--- src/rtl/seven_segment_scanner.sv ---
// seven_segment_scanner
//
// Multiplexed driver for a block of 7-segment LED digits. A clock-enable
// prescaler creates 16 PWM phases per digit slot, and the scan steps through
// the digits in turn. All inputs are captured into shadow registers once per
// frame so the displayed value never tears.
//
// Optional feature macro: SEVEN_SEG_BLINK_EN. When defined, a 6-bit frame
// counter gives per-digit blinking (32 frames on, 32 frames dark). When not
// defined, blink_enable is accepted but ignored.
//
// Ports:
//   clk                    - single clock, rising edge
//   reset_n                - asynchronous active-low reset
//   data                   - DIGITS hex nibbles, nibble i drives digit i
//   digit_enable           - 1 = digit i may light
//   decimal_point_enable   - 1 = dp lit on digit i
//   blink_enable           - 1 = digit i blinks (blink build only)
//   lz_blank               - 1 = leading-zero blanking on
//   brightness             - lit phases per 16-phase slot (0 = dark)
//   display_led_segments   - {a,b,c,d,e,f,g,dp}, polarity per SEG_ACTIVE_LOW
//   display_segment_enable - digit selects, polarity per DIG_ACTIVE_LOW
//   frame_start            - one-cycle pulse at each snapshot load
//
// state   | meaning
// --------+------------------------------------------------------------
// ST_LOAD | reset just released; take the first snapshot, hold counters
// ST_SCAN | normal scanning; snapshot at every frame wrap

module seven_segment_scanner #(
    parameter int CLK_RATE_HZ     = 390625,
    parameter int DIGITS          = 6,
    parameter int REFRESH_RATE_HZ = 80,
    parameter int CLK_DIVIDE      = 1,
    parameter int SEG_ACTIVE_LOW  = 0,
    parameter int DIG_ACTIVE_LOW  = 0
) (
    input  logic                  clk,
    input  logic                  reset_n,
    input  logic [DIGITS*4-1:0]   data,
    input  logic [DIGITS-1:0]     digit_enable,
    input  logic [DIGITS-1:0]     decimal_point_enable,
    input  logic [DIGITS-1:0]     blink_enable,
    input  logic                  lz_blank,
    input  logic [3:0]            brightness,
    output logic [7:0]            display_led_segments,
    output logic [DIGITS-1:0]     display_segment_enable,
    output logic                  frame_start
);

    localparam int RAW_PHASE    = CLK_RATE_HZ / (REFRESH_RATE_HZ * DIGITS * 16);
    localparam int PHASE_CYCLES = (CLK_DIVIDE == 0) ? 1 : ((RAW_PHASE < 1) ? 1 : RAW_PHASE);
    localparam int PW           = (PHASE_CYCLES > 1) ? $clog2(PHASE_CYCLES) : 1;
    localparam int IW           = $clog2(DIGITS);

    localparam logic [PW-1:0]     PRESC_LAST   = PW'(PHASE_CYCLES - 1);
    localparam logic [IW-1:0]     IDX_LAST     = IW'(DIGITS - 1);
    localparam logic [7:0]        SEG_INACTIVE = (SEG_ACTIVE_LOW != 0) ? 8'hFF : 8'h00;
    localparam logic [DIGITS-1:0] DIG_INACTIVE = (DIG_ACTIVE_LOW != 0) ? {DIGITS{1'b1}} : '0;

    typedef enum logic {ST_LOAD, ST_SCAN} state_t;

    state_t state, state_nxt;

    logic [PW-1:0] presc;
    logic [3:0]    phase;
    logic [IW-1:0] idx;
    logic          tick;
    logic          advance;
    logic          snap;

    logic [DIGITS*4-1:0] sh_data;
    logic [DIGITS-1:0]   sh_en;
    logic [DIGITS-1:0]   sh_dp;
    logic                sh_lz;
    logic [3:0]          sh_bright;

    logic                blink_dark;
    logic [DIGITS-1:0]   lz_dark;
    logic                zero_run;
    logic [3:0]          cur_nib;
    logic                lit;
    logic [7:0]          seg_nxt;
    logic [DIGITS-1:0]   sel_nxt;

    function automatic logic [6:0] hex7(input logic [3:0] n);
        case (n)
            4'h0: hex7 = 7'b1111110;
            4'h1: hex7 = 7'b0110000;
            4'h2: hex7 = 7'b1101101;
            4'h3: hex7 = 7'b1111001;
            4'h4: hex7 = 7'b0110011;
            4'h5: hex7 = 7'b1011011;
            4'h6: hex7 = 7'b1011111;
            4'h7: hex7 = 7'b1110000;
            4'h8: hex7 = 7'b1111111;
            4'h9: hex7 = 7'b1111011;
            4'hA: hex7 = 7'b1110111;
            4'hB: hex7 = 7'b0011111;
            4'hC: hex7 = 7'b1001110;
            4'hD: hex7 = 7'b0111101;
            4'hE: hex7 = 7'b1001111;
            default: hex7 = 7'b1000111;
        endcase
    endfunction

    assign tick = (presc == PRESC_LAST);

    // ---------------- FSM ----------------
    always_ff @(posedge clk or negedge reset_n) begin
        if (!reset_n) state <= ST_LOAD;
        else          state <= state_nxt;
    end

    always_comb begin
        state_nxt = state;
        snap      = 1'b0;
        advance   = 1'b0;
        case (state)
            ST_LOAD: begin
                // Counters stay at 0/0 so the first frame gets a full slot.
                snap      = 1'b1;
                state_nxt = ST_SCAN;
            end
            default: begin
                advance = 1'b1;
                snap    = tick && (phase == 4'd15) && (idx == IDX_LAST);
            end
        endcase
    end

    // ---------------- scan counters ----------------
    always_ff @(posedge clk or negedge reset_n) begin
        if (!reset_n) begin
            presc <= '0;
            phase <= 4'd0;
            idx   <= '0;
        end else if (advance) begin
            presc <= tick ? '0 : presc + PW'(1);
            if (tick) begin
                phase <= phase + 4'd1;
                if (phase == 4'd15)
                    idx <= (idx == IDX_LAST) ? '0 : idx + IW'(1);
            end
        end
    end

    // ---------------- per-frame snapshot ----------------
    always_ff @(posedge clk or negedge reset_n) begin
        if (!reset_n) begin
            sh_data     <= '0;
            sh_en       <= '0;
            sh_dp       <= '0;
            sh_lz       <= 1'b0;
            sh_bright   <= 4'd0;
            frame_start <= 1'b0;
        end else begin
            frame_start <= snap;
            if (snap) begin
                sh_data   <= data;
                sh_en     <= digit_enable;
                sh_dp     <= decimal_point_enable;
                sh_lz     <= lz_blank;
                sh_bright <= brightness;
            end
        end
    end

`ifdef SEVEN_SEG_BLINK_EN
    logic [5:0]        frame_cnt;
    logic [DIGITS-1:0] sh_blink;
    logic              sh_blink_off;

    // The blink phase is latched with the snapshot using the count before
    // increment, so frames 0..31 after reset are on and 32..63 are dark.
    always_ff @(posedge clk or negedge reset_n) begin
        if (!reset_n) begin
            frame_cnt    <= 6'd0;
            sh_blink     <= '0;
            sh_blink_off <= 1'b0;
        end else if (snap) begin
            frame_cnt    <= frame_cnt + 6'd1;
            sh_blink     <= blink_enable;
            sh_blink_off <= frame_cnt[5];
        end
    end

    assign blink_dark = sh_blink_off && sh_blink[idx];
`else
    logic unused_blink;
    assign unused_blink = ^blink_enable;
    assign blink_dark   = 1'b0;
`endif

    // Leading-zero blanking: walk from the top digit down while nibbles are
    // zero and no dp is set; digit 0 is never blanked.
    always_comb begin
        zero_run = 1'b1;
        lz_dark  = '0;
        for (int i = DIGITS - 1; i >= 0; i--) begin
            zero_run = zero_run && (sh_data[i*4 +: 4] == 4'h0) && !sh_dp[i];
            if (i != 0) lz_dark[i] = sh_lz && zero_run;
        end
    end

    always_comb begin
        cur_nib = sh_data[int'(idx)*4 +: 4];
        // Phase 15 is forced dark to give dead time between digits.
        lit     = (phase < sh_bright) && (phase != 4'd15) && sh_en[idx]
                  && !lz_dark[idx] && !blink_dark;
        seg_nxt = lit ? {hex7(cur_nib), sh_dp[idx]} : 8'h00;
        sel_nxt = '0;
        if (lit) sel_nxt[idx] = 1'b1;
    end

    always_ff @(posedge clk or negedge reset_n) begin
        if (!reset_n) begin
            display_led_segments   <= SEG_INACTIVE;
            display_segment_enable <= DIG_INACTIVE;
        end else begin
            display_led_segments   <= seg_nxt ^ SEG_INACTIVE;
            display_segment_enable <= sel_nxt ^ DIG_INACTIVE;
        end
    end

endmodule

--- config.mk ---
export PLATFORM = sky130hd
export DESIGN_NAME = seven_segment_scanner
export DESIGN_NICKNAME = d
export VERILOG_FILES = /design/src/rtl/seven_segment_scanner.sv
export SDC_FILE = /design/constraint.sdc
export NUM_CORES = 1
export LEC_CHECK = 0
export CAP_MARGIN = 15
export CORE_UTILIZATION = 30
export DETAILED_ROUTE_END_ITERATION = 10
export GPL_TIMING_DRIVEN = 0
export PLACE_DENSITY_LB_ADDON = 0.15
export SLEW_MARGIN = 10
export SYNTH_ARGS = -nofsm -noshare
export SYNTH_HDL_FRONTEND = slang
export SYNTH_SLANG_ARGS = --single-unit
--- constraint.sdc ---
create_clock -name clk -period 3.4 [get_ports clk]
set_input_delay 0.51 -clock clk [delete_from_list [all_inputs] [get_ports clk]]
set_output_delay 0.51 -clock clk [all_outputs]
set_load 0.01 [all_outputs]
==> summary.txt, run 1 <==
Setup path
  • Worst reg-to-reg path cell count: 10
  • Crit-path cells: buf_4, inv_2, a21oi_1, a211oi_1, a221oi_2, inv_1, ha_1, or3b_1, o221ai_1, nor2b_1
  • Setup slack, reg-to-reg: 0.74 ns
  • Max stage delay cell, worst path: a221oi_2
  • RR Endpoint: display_led_segments[7]$_DFF_PN0_
  • Worst Path Required: 3.67 ns
  • Crit path max fanout: 10
  • CP Data Arrival Time: 2.92 ns
  • Reg2Reg Launch Point: idx[2]$_DFFE_PN0P_
  • CP startpoint kind: flop
  • Kind of critical path: flop to flop
  • CP peak stage delay: about 0.54 ns
  • Worst Setup End Kind: flop

Yosys
  • Post-Synthesis Cell Area: approximately 3400 um2
  • Largest cells by area after synthesis: dfrtp_1, mux2_2, ha_1
  • Yosys reg bits: 70
  • Largest area contributor in the netlist: dfrtp_1
  • Post-synth EDFFs: 0
  • Most common cell in the netlist: dfrtp_1
  • Share of Yosys cell area claimed by the top area cell type: about half
  • Synthesized area per cell: 12.4 um2
  • Synth async-reset ratio: 100%
  • Syn Inst Count: about 270
  • Post-synth top cells: dfrtp_1, mux2_2, nor2_1
  • Synth warn: 0
  • Syn Nets: 334
  • Main flop type after synthesis: dfrtp_1
  • Count of different cell masters after synthesis: 46
  • Sequential fraction of the synthesis area: around half

Routing
  • Post-route ant nets: 0
  • DRT Pass-1 Iters: 4
  • Routed wire per std cell: 15.1 um
  • DRT iter0 DRCs: 109
  • WL final: 7.33 mm
  • DR vias: between 2000 and 2500
  • Vias per std cell: 4.74
  • DRC viols: 0

Clock network
  • Hold_buf cts: 0
  • Clock Tree Buf Depth: 2
  • Later-pin clock latency in the skew report: 0.34 ns
  • Root buf cell: clkbuf_8
  • Worst-path clk slew: around 0.07 ns
  • CTS tree: built
  • Post_cts resized: 0
  • Setup bufs post-CTS: 0
  • H-tree depth: 3
  • CTS sink cnt: 70
  • CTS Buf Count: 9

Pwr
  • Total power: about 2000 uW
  • Pleak: 0.00179 uW
  • Worst vdd ir: approximately 0.00016 V
  • Pwr per Cell Area: 464 nW/um2

Placed design
  • IO buf count: 57
  • Hpwl dp: 5.52 mm
  • DP Area: 4140 um2
  • Placer Congestion: 0.778
  • Placed instance count: about 470

Timing
  • Fin crit share: between 70% and 80%
  • Slew Limit Headroom: 54.5%
  • Max-slew violations: 0
  • Final setup fails: 0
  • Worst slew pin tran: 0.682 ns
  • Fin Hold WS: 0.105 ns
  • Final Hold Fails: 0
  • Final min period: approximately 2.7 ns
  • Fin Clk Skew: 0.00560 ns
  • Fmax: 377 MHz
  • Unrepaired setup endpoints after global routing: false

GRT
  • Gr ovfl total: 0
  • First-pass GRT wire length: 11.9 mm
  • Total GRT Usage: 13.6%
  • Antenna violations before repair: 0
  • Pin count of the biggest net entering global routing: 38
  • Vias in the first global route: 2272

Die
  • Top-level I/O count: 64
  • Chip Height: 108 um
  • Initial core utilization: 31.0%
  • Total die area: roughly 12000 um2
  • Area of the core: 10900 um2
  • Die X-Extent: 108 um
  • # rows: 38

Hold path
  • HP Class: input port to asynchronous set/reset pin

Layout
  • Diodes inserted: 0
  • Nets: approximately 400
  • Area Growth Syn to Fin: 27.8%
  • Cell area after layout: between 4000 and 5000 um2
  • Filler-free cell count of the finished design: 485
  • Layout cell share with drive strength beyond 1: between 20% and 30%
  • # fillers: between 1000 and 1500

Run status
  • Status: finished, final reports clean

Flow run
  • Max-cap violations: 0
[worst max-delay path, delay by kind of cell, from the launching register on]
family                     cells  cell delay (ns)
DFF                            1             0.47
adders and majority gates      1             0.28
and+or+nand+nor                2             0.53
buffers and inverters          3             0.48
AOI/OAI and AO/OA              4             0.82
[where the power goes]
part           internal (uW)  switching [uW]  total (uW)  leakage (uW)
combinational            216             162         378      0.000851
sequential               934            80.9        1020      0.000851
clock                    316             292         608     0.0000914
[cell families (layout without fill, tap and decap cells)]
kind of cell	after synthesis	after routing	synth area share, %
muxes	56	56	19.7
DFF	70	70	51.9
and+or+nand+nor	65	65	10.0
other	1	1	0.111
buffers and inverters	27	99	4.08
xor gates and xnor gates	7	7	1.82
AOI/OAI and AO/OA	35	35	7.97
adders and majority gates	12	12	4.45
[flip-flops by register name (all words and copies together), names as in the netlist]
signal / cells
sh_data: 24
display_led_segments: 8
display_segment_enable: 6
presc: 6
sh_dp: 6
sh_en: 6
phase: 4
sh_bright: 4
idx: 3
frame_start: 1
sh_lz: 1
state: 1
[routing by layer]
metal  GRT usage, %  vias up  part of all wire [%]
li1               -     1116                     -
met3           3.74       11                   4.2
met2           20.9       47                    46
met5              0        -                     0
met1           18.1     1124                    49
met4           5.58        0                   1.4
[worst max path at each step]
stage                                  start                                end  slack, ns
after floorplan           idx[2]$_DFFE_PN0P_  display_led_segments[7]$_DFF_PN0_       1.11
after global placement               reset_n               sh_en[1]$_DFFE_PN0P_      -0.65
after detailed placement  idx[2]$_DFFE_PN0P_  display_led_segments[7]$_DFF_PN0_       0.75
after CTS                 idx[2]$_DFFE_PN0P_  display_led_segments[7]$_DFF_PN0_       0.73
after global routing      idx[2]$_DFFE_PN0P_  display_led_segments[7]$_DFF_PN0_       0.55
final                     idx[2]$_DFFE_PN0P_  display_led_segments[7]$_DFF_PN0_       0.74
[area by class of cell]
cell class                      count  area (um2)  share of cell area, %
Buffer                             13        85.1                   1.97
Clock buffer                       13         169                   3.92
Clock inverter                      1        5.00                  0.116
Inverter                           14        52.6                   1.22
Multi-Input combinational cell    176        1490                   34.5
Sequential cell                    70        1750                   40.6
Tap cell                          140         175                   4.06
Timing Repair Buffer               58         588                   13.6
[through the flow]
| step | utilization [%] | setup TNS [ns] | setup WS, ns |
|---|---|---|---|
| after floorplan | - | 0 | 1.11 |
| after global placement | 37.9 | -45.55 | -0.655 |
| after detailed placement | 38.0 | 0 | 0.747 |
| after CTS | 39.6 | 0 | 0.730 |
| after global routing | 39.6 | 0 | 0.550 |
| final | 39.6 | 0 | 0.745 |
[layout by cell type (no fill, tap or decap), types with 6 or more instances in the layout]
master / synthesis / final
nand2_1: 11 / 11
clkdlybuf4s50_1: 0 / 56
xnor2_1: 6 / 6
nor2b_1: 6 / 6
mux2i_1: 9 / 9
nor4_1: 6 / 6
a21oi_1: 8 / 8
clkbuf_8: 0 / 12
inv_1: 13 / 13
ha_1: 12 / 12
dfrtp_1: 70 / 70
nor3_1: 8 / 8
nor2_1: 14 / 14
mux2_2: 43 / 43
(Power assumes the default switching activity.)
==> inputs of run 2 (changes only) <==
Clock period 3.4 ns to 2.6 ns, I/O delays scaled along.
==> run 2 against run 1 <==
- cell area is 1.1% higher
- final cell count is 0.82% higher
- clock skew is 0.00086 ns lower
- register-to-register slack worse by 0.54 ns
- hold slack better by 0.40 ns
- critical path type unchanged
- critical endpoint unchanged
==> summary.txt, run 2 (synthesized netlist as in run 1, its figures left out) <==
Run status
  • Status: finished, final reports clean

Placed design
  • IO buf count: 57 (unchanged)
  • Placed instance count: 471 (unchanged)
  • Hpwl dp: 5.52 mm (unchanged)
  • Placer Congestion: 0.778 (unchanged)
  • DP Area: 4140 um2 (unchanged)

GRT
  • Vias in the first global route: 2271 (-0.044%)
  • Antenna violations before repair: 0 (unchanged)
  • Pin count of the biggest net entering global routing: 38 (unchanged)
  • Total GRT Usage: 13.6% (+0.026 points)
  • Gr ovfl total: 0 (unchanged)
  • First-pass GRT wire length: 11.9 mm (+0.18%)

Setup path
  • Crit-path cells: buf_4, nor2b_1, a211oi_1, o32ai_1, a21oi_2, inv_1, ha_1, or3b_1, o221ai_1, nor2b_1
  • CP startpoint kind: flop
  • Crit path max fanout: 10 (unchanged)
  • CP Data Arrival Time: 2.66 ns (-0.26 ns)
  • CP Depth: 10 (unchanged)
  • Worst reg-to-reg path cell count: 10 (unchanged)
  • Critical path's top delay family: compound AO/OA/AOI/OAI gates
  • Worst Setup End Kind: flop
  • Max stage delay cell, worst path: dfrtp_1
  • Worst Path Required: 2.87 ns (-0.80 ns)
  • Most used cell, CP: nor2b_1
  • CP peak stage delay: 0.47 ns (-0.07 ns)
  • Kind of critical path: flop to flop
  • CP Buf/Inv Count: 2 (-1)

Layout
  • Cell area after layout: 4360 um2 (+1.1%)
  • Commonest non-fill, non-tap cells in the layout: dfrtp_1, clkdlybuf4s50_1, mux2_2
  • Post-Route Utilization: 40.1% (+0.44 points)
  • Max FFs per register: 24 (unchanged)
  • Area Growth Syn to Fin: 29.2%
  • Layout cell share with drive strength beyond 1: 23.8% (+0.88 points)
  • Nets: 407 (+0.99%)
  • Leading cell type in the layout, fill and taps excluded: dfrtp_1
  • # fillers: 1085 (+0.56%)
  • Filler-free cell count of the finished design: 489 (+0.82%)
  • Diodes inserted: 0 (unchanged)
  • Top reg by flops: sh_data
  • Biggest registers after layout: sh_data (24), display_led_segments (8)

Clock network
  • Root buf cell: clkbuf_8
  • Clock Tree Buf Depth: 2 (unchanged)
  • CTS sink cnt: 70 (unchanged)
  • CTS Buf Count: 9 (unchanged)
  • H-tree depth: 3 (unchanged)
  • Worst-path clk slew: 0.07 ns (about the same)
  • Later-pin clock latency in the skew report: 0.34 ns (about the same)
  • CTS tree: built

Pwr
  • Pleak: 0.00181 uW (+1.0%)
  • Worst vdd ir: 0.000207 V (+31%)
  • Pwr per Cell Area: 603 nW/um2 (+30%)
  • Total power: 2630 uW (+31%)

Timing
  • Fmax: 418 MHz (+11%)
  • Fin crit share: 91.9% (+14 points)
  • Final min period: 2.39 ns (-0.265 ns)
  • Fin Clk Skew: 0.00474 ns (-0.000861 ns)
  • Final Hold Fails: 0 (unchanged)
  • Max-slew violations: 0 (unchanged)
  • Final setup fails: 0 (unchanged)
  • Unrepaired setup endpoints after global routing: false
  • Setup TNS: 0 ns (unchanged)

Routing
  • WL final: 7.37 mm (+0.50%)
  • DRT Pass-1 Iters: 4 (unchanged)
  • Post-route ant nets: 0 (unchanged)
  • DRT iter0 DRCs: 91 (-17%)
  • DR vias: 2323 (+1.1%)
  • Routed wire per std cell: 15.1 um (-0.32%)
  • DRC viols: 0 (unchanged)
  • Vias per std cell: 4.75 (+0.26%)

Die
  • Total die area: 11700 um2 (unchanged)
  • # rows: 38 (unchanged)
  • Initial core utilization: 31.0% (unchanged)
  • Chip Height: 108 um (unchanged)
  • Area of the core: 10900 um2 (unchanged)
  • Die X-Extent: 108 um (unchanged)
  • Top-level I/O count: 64 (unchanged)

Hold path
  • WHS Path Cells: 1
  • HP Class: flop to flop

Flow run
  • Max-cap violations: 0 (unchanged)
==> run 2: cell count changes in the layout (fill, tap and decap cells not counted) <==
cell / delta
buf_4: +3
a21oi_2: +1
a21oi_1: -1
a221oi_4: +1
a221oi_2: -1
dlygate4sd3_1: +1
==> run 2: path summary, 6_finish.rpt <==
check	start	to	slack [ns]
max	idx[2]$_DFFE_PN0P_	display_led_segments[7]$_DFF_PN0_	0.21
min	sh_en[2]$_DFFE_PN0P_	sh_en[2]$_DFFE_PN0P_	0.51
max reg2reg	idx[2]$_DFFE_PN0P_	display_led_segments[7]$_DFF_PN0_	0.21
min reg2reg	sh_en[2]$_DFFE_PN0P_	sh_en[2]$_DFFE_PN0P_	0.51
max in group asynchronous	reset_n	sh_data[19]$_DFFE_PN0P_	1.50
min in group asynchronous	reset_n	presc[3]$_DFFE_PN0P_	0.55
==> run 2: metrics by stage <==
stage,setup slack (ns),hold WS (ns)
finish,0.210,0.506
global route,0.0280,0.519
detailed placement,-0.0526,0.376
floorplan,0.310,0.0944
CTS,0.0824,0.509
global placement,-1.33,0.487
==> run 2: repair_timing <==
action | 4_1_cts | 5_1_grt
gates resized for setup | 2 | 0
pin swaps | 0 | 0
endpoints found under the hold margin | 6 | 0
hold buffers | 1 | 0
endpoints found under the setup margin | 2 | 2
setup buffers | 0 | 3
==> run 2: cell type report <==
class	count	area, um2	share of cell area [%]
Buffer	13	85.1	1.95
Clock buffer	13	169	3.87
Clock inverter	1	5.00	0.115
Inverter	14	52.6	1.20
Multi-Input combinational cell	176	1500	34.5
Sequential cell	70	1750	40.2
Tap cell	140	175	4.02
Timing Repair Buffer	62	621	14.2
==> run 2: metal layers <==
metal  global-route usage [%]  vias up  wire length (um)  share of wire [%]
li1                         -     1121                 -                  -
met1                     18.2     1143              3590                 49
met2                     20.8       48              3380                 46
met3                     3.74       11               315                4.3
met4                     5.58        0                91                1.2
met5                        0        -                 0                  0
==> run 2: report_power, final <==
group	internal [uW]	leakage, uW	switching [uW]
logic	290	0.000869	213
registers	1220	0.000851	106
clock network	413	0.0000914	384
